**src/rtl/credit_pkg.sv**
```systemverilog
// credit_pkg: shared widths, helper function and credit-return record for the credit FIFO.
package credit_pkg;
  function automatic int clog2_p1(input int n);
    return $clog2(n + 1);
  endfunction
  localparam int DEF_DATA_WIDTH = 16;
  localparam int DEF_DEPTH = 8;
  localparam int DEF_CREDIT_BATCH = 1;
  localparam int PTR_W = $clog2(DEF_DEPTH);
  localparam int CNT_W = clog2_p1(DEF_DEPTH);
  localparam int CRED_W = 8;
  typedef struct packed {
    logic valid;
    logic [CRED_W-1:0] amount;
  } credit_ret_t;
endpackage

```
**src/rtl/credit_fifo_mem.sv**
```systemverilog
// credit_fifo_mem: DEPTH x DATA_WIDTH register array, one write port, one async read port.
module credit_fifo_mem #(
  parameter int DATA_WIDTH = 16,
  parameter int DEPTH = 8
) (
  input  logic                     clock,
  input  logic                     we,
  input  logic [$clog2(DEPTH)-1:0] waddr,
  input  logic [DATA_WIDTH-1:0]    wdata,
  input  logic [$clog2(DEPTH)-1:0] raddr,
  output logic [DATA_WIDTH-1:0]    rdata
);
  logic [DATA_WIDTH-1:0] mem [DEPTH];
  always_ff @(posedge clock)
    if (we) mem[waddr] <= wdata;
  assign rdata = mem[raddr];
endmodule

```
**src/rtl/credit_fifo_ctrl.sv**
```systemverilog
// credit_fifo_ctrl: credit-backed FWFT receive FIFO with batched, drain-flushed credit return.
module credit_fifo_ctrl
  import credit_pkg::*;
#(
  parameter int DATA_WIDTH = 16,
  parameter int DEPTH = 8,
  parameter int CREDIT_BATCH = 1
) (
  input  logic                              clock,
  input  logic                              reset,
  input  logic                              i_valid,
  input  logic [DATA_WIDTH-1:0]             i_data,
  output logic                              o_valid,
  output logic [DATA_WIDTH-1:0]             o_data,
  input  logic                              i_ready,
  output logic                              o_increment_count,
  output logic [clog2_p1(CREDIT_BATCH)-1:0] o_credit_amount,
  output logic [clog2_p1(DEPTH)-1:0]        o_count,
  output logic                              o_overflow
);
  localparam int PW = $clog2(DEPTH);
  localparam int NW = clog2_p1(DEPTH);
  localparam int CW = clog2_p1(CREDIT_BATCH);
  logic [PW-1:0] rd_ptr, wr_ptr;
  logic [NW-1:0] count, count_next;
  logic [CW-1:0] pend;
  logic full, pop, wr, flush, overflow;
  credit_ret_t ret;
  credit_fifo_mem #(.DATA_WIDTH(DATA_WIDTH), .DEPTH(DEPTH)) u_mem (
    .clock(clock),
    .we(wr),
    .waddr(wr_ptr),
    .wdata(i_data),
    .raddr(rd_ptr),
    .rdata(o_data)
  );
  assign o_valid = count != '0;
  always_comb begin
    full = count == NW'(DEPTH);
    pop = o_valid && i_ready;
    // a full FIFO still accepts when the head leaves in the same cycle
    wr = i_valid && (!full || pop);
    count_next = count + NW'(wr) - NW'(pop);
    flush = pop && ((pend + 1'b1) == CW'(CREDIT_BATCH) || count_next == '0);
  end
  always_ff @(posedge clock) begin
    if (reset) begin
      rd_ptr <= '0;
      wr_ptr <= '0;
      count <= '0;
      pend <= '0;
      overflow <= 1'b0;
      ret <= '0;
    end else begin
      if (wr) wr_ptr <= wr_ptr + 1'b1;
      if (pop) rd_ptr <= rd_ptr + 1'b1;
      count <= count_next;
      if (i_valid && full && !pop) overflow <= 1'b1;
      ret.valid <= flush;
      ret.amount <= flush ? CRED_W'(pend) + 1'b1 : '0;
      pend <= flush ? '0 : pop ? pend + 1'b1 : pend;
    end
  end
  assign o_increment_count = ret.valid;
  assign o_credit_amount = CW'(ret.amount);
  assign o_count = count;
  assign o_overflow = overflow;
endmodule
```
**config.mk**
```make
export PLATFORM = sky130hd
export DESIGN_NAME = credit_fifo_ctrl
export DESIGN_NICKNAME = d
export VERILOG_FILES = /design/src/rtl/credit_pkg.sv /design/src/rtl/credit_fifo_mem.sv /design/src/rtl/credit_fifo_ctrl.sv
export SDC_FILE = /design/constraint.sdc
export NUM_CORES = 1
export LEC_CHECK = 0
export ABC_AREA = 1
export CORE_ASPECT_RATIO = 1.25
export CORE_MARGIN = 2
export CORE_UTILIZATION = 45
export DETAILED_ROUTE_END_ITERATION = 10
export GPL_TIMING_DRIVEN = 0
export PLACE_DENSITY = 0.65
export SKIP_LAST_GASP = 1
export SLEW_MARGIN = 40
export SYNTH_ARGS = -nofsm -noshare
export SYNTH_HDL_FRONTEND = slang
export SYNTH_HIERARCHICAL = 1
export SYNTH_SLANG_ARGS = --single-unit
```
**constraint.sdc**
```tcl
create_clock -name clock -period 2.28 [get_ports clock]
set_clock_uncertainty 0.05 [all_clocks]
set_input_delay 0.456 -clock clock [delete_from_list [all_inputs] [get_ports clock]]
set_output_delay 0.456 -clock clock [all_outputs]
set_load 0.1 [all_outputs]
```
==> metrics.csv <==
metric,value,unit
run status,completed,
GRT Overall Usage,19.4,%
die area,15100,um2
fillers,1131,
final worst slack,0.0459,ns
max_cap viols,0,
Peak Freq,448,MHz
synth unique cells,25,
Worst VDD drop,1.01,mV
Avg Vias per Cell,4.82,
CP Capture Type,output port,
die span in x,110,um
critical path arrival,1.73,ns
Final Hold Viols,0,
WL/cell,15.7,um
Max clock buf depth,2,
final core utilization,58.1,%
DR vias,4413,
DRT Pass-1 Iters,5,
HP Class,input pin to register,
"Seq/Total Area, Yosys",64.7,%
placed insts,876,
# IOs,44,
startpoint types,register,
Total Nets Final,755,
Synth warnings,6,
RSZ-0062 raised after global routing,yes,
CTS Buf Count,17,
CTS tree,yes,
starting density of the core,46.1,%
"commonest non-fill, non-tap cell in the layout",nand2_1,
Power Total,11.1,mW
clk_lat worst skew,0.41,ns
DP Area,7010,um2
Syn Nets,687,
Slew Limit Headroom,56.0,%
number of global-route vias before repair,4323,
CTS Sinks,142,
final setup vio count,0,
drc violations,0,
RePlAce Congestion,0.766,
Place WS,-0.386,ns
initial DRC count,250,
crit-path max cell delay,0.35,ns
Cells after Synth,659,
most frequent cells in the layout,"nand2_1 (225), inv_1 (139), edfxtp_1 (128)",
ant diodes,0,
CP Cell Sequence,"buf_6, clkinvlp_4, buf_6, nand3_1, nand2_1, nand2_1, nand2_1, buf_12",
layout cell share with drive strength beyond 1,16.5,%
post-route minimum period,2.23,ns
total negative setup slack,0,ns
die height,137,um
worst-path fanout max,10,
"Cell Count, Final, Fillers Out",915,
Worst path slowest cell,dfxtp_2,
Cell Pwr Density,1380,nW/um2
drt total wl,14.3,mm
I/O Buffers,42,
Rows,48,
max-slew violation count,0,
crit-path most repeated cell,nand2_1,
largest net degree at the start of global routing,17,
htree depth,4,
Seq cells post-synth,142,
Routed Antenna Nets,0,
WHS,0.352,ns
CTS Root Cell,clkbuf_16,
initial antenna violation count,0,
worst slew pin tran,0.659,ns
post-route clock period utilization,98.0,%
Post-Syn Area per Cell,9.67,um2
async set-reset flop share out of synthesis,0,%
commonest register cell after synthesis,edfxtp_1,
Pleak,3.61,nW
P&R area growth vs syn,25.9,%
core outline area,13800,um2
data required time of the critical path,1.77,ns
# hold bufs at CTS,0,
first-pass GRT wire length,21.9,mm
DP Wirelength,8.94,mm
final instance area,8020,um2
critical path type,register to output port,
"EDFF count, synth",128,
Mapped Area,6370,um2
Overflow after GRT,0,
Clock transition at path regs,0.06,ns
[cell families (layout without fill, tap and decap cells)]
group                    count (synthesis)  count (layout)  synth area share, %
AO/OA/AOI/OAI                            8               8                0.746
adder cells (fa/ha/maj)                  8               8                 1.69
XOR/XNOR                                 2               2                0.275
AND/OR/NAND/NOR                        327             327                 21.1
flip-flops                             142             142                 64.7
buffers and inverters                  172             253                 11.4
[worst max-delay path, delay by kind of cell (launching register included)]
kind / cells / cell delay, ns
flip-flops: 1 / 0.35
buffers and inverters: 4 / 0.62
AND/OR/NAND/NOR: 4 / 0.35
[layer usage]
layer / part of all wire [%] / track usage [%]
met1: 40 / 21.4
met2: 54 / 36.5
met3: 4.1 / 4.38
met4: 1.6 / 7.22
met5: 0 / 0
[cell type report]
type / instances / area (um2) / area share [%]
Multi-Input combinational cell: 345 / 1660 / 20.7
Sequential cell: 142 / 4140 / 51.6
Clock inverter: 10 / 209 / 2.60
Inverter: 148 / 573 / 7.14
Tap cell: 175 / 219 / 2.73
Timing Repair Buffer: 49 / 487 / 6.07
Buffer: 24 / 256 / 3.20
Clock buffer: 22 / 474 / 5.91
[registers in the layout (all words and copies together), names as in the netlist]
name,count
u_mem/mem,128
o_count,4
rd_ptr,3
wr_ptr,3
o_credit_amount,1
o_increment_count,1
o_overflow,1
pend,1
[power by group]
group | internal [mW] | switching, mW
clock network | 2.14 | 1.00
registers | 3.07 | 0.114
logic | 1.36 | 3.37
total | 6.57 | 4.49
[cells in the mapped netlist (4+ instances only)]
| master | n | area share, % |
|---|---|---|
| buf_4 | 4 | 0.47 |
| nor2_1 | 24 | 1.4 |
| inv_2 | 4 | 0.24 |
| edfxtp_1 | 128 | 60 |
| dfxtp_1 | 14 | 4.4 |
| ha_1 | 7 | 1.4 |
| nand3_1 | 68 | 5.3 |
| inv_1 | 144 | 8.5 |
| nand2_1 | 227 | 13 |
| buf_6 | 7 | 1.2 |
| buf_2 | 12 | 0.94 |
[timing repair]
item / 4_1_cts / 5_1_grt
buffers inserted: 1 / 6
setup endpoints to repair: 33 / 128
resized for setup: 54 / 27
pin swaps: 2 / 6
[worst paths after layout]
kind / start / end / slack, ns / cells past startpoint
max: rd_ptr[1] / o_data[5] / 0.05 / 8
min: reset / o_count[1] / 0.35 / 2
max reg2reg: o_count[2] / o_increment_count / 0.07 / 15
min reg2reg: pend / pend / 0.40 / 2
Power figures use the tool's default switching activity.
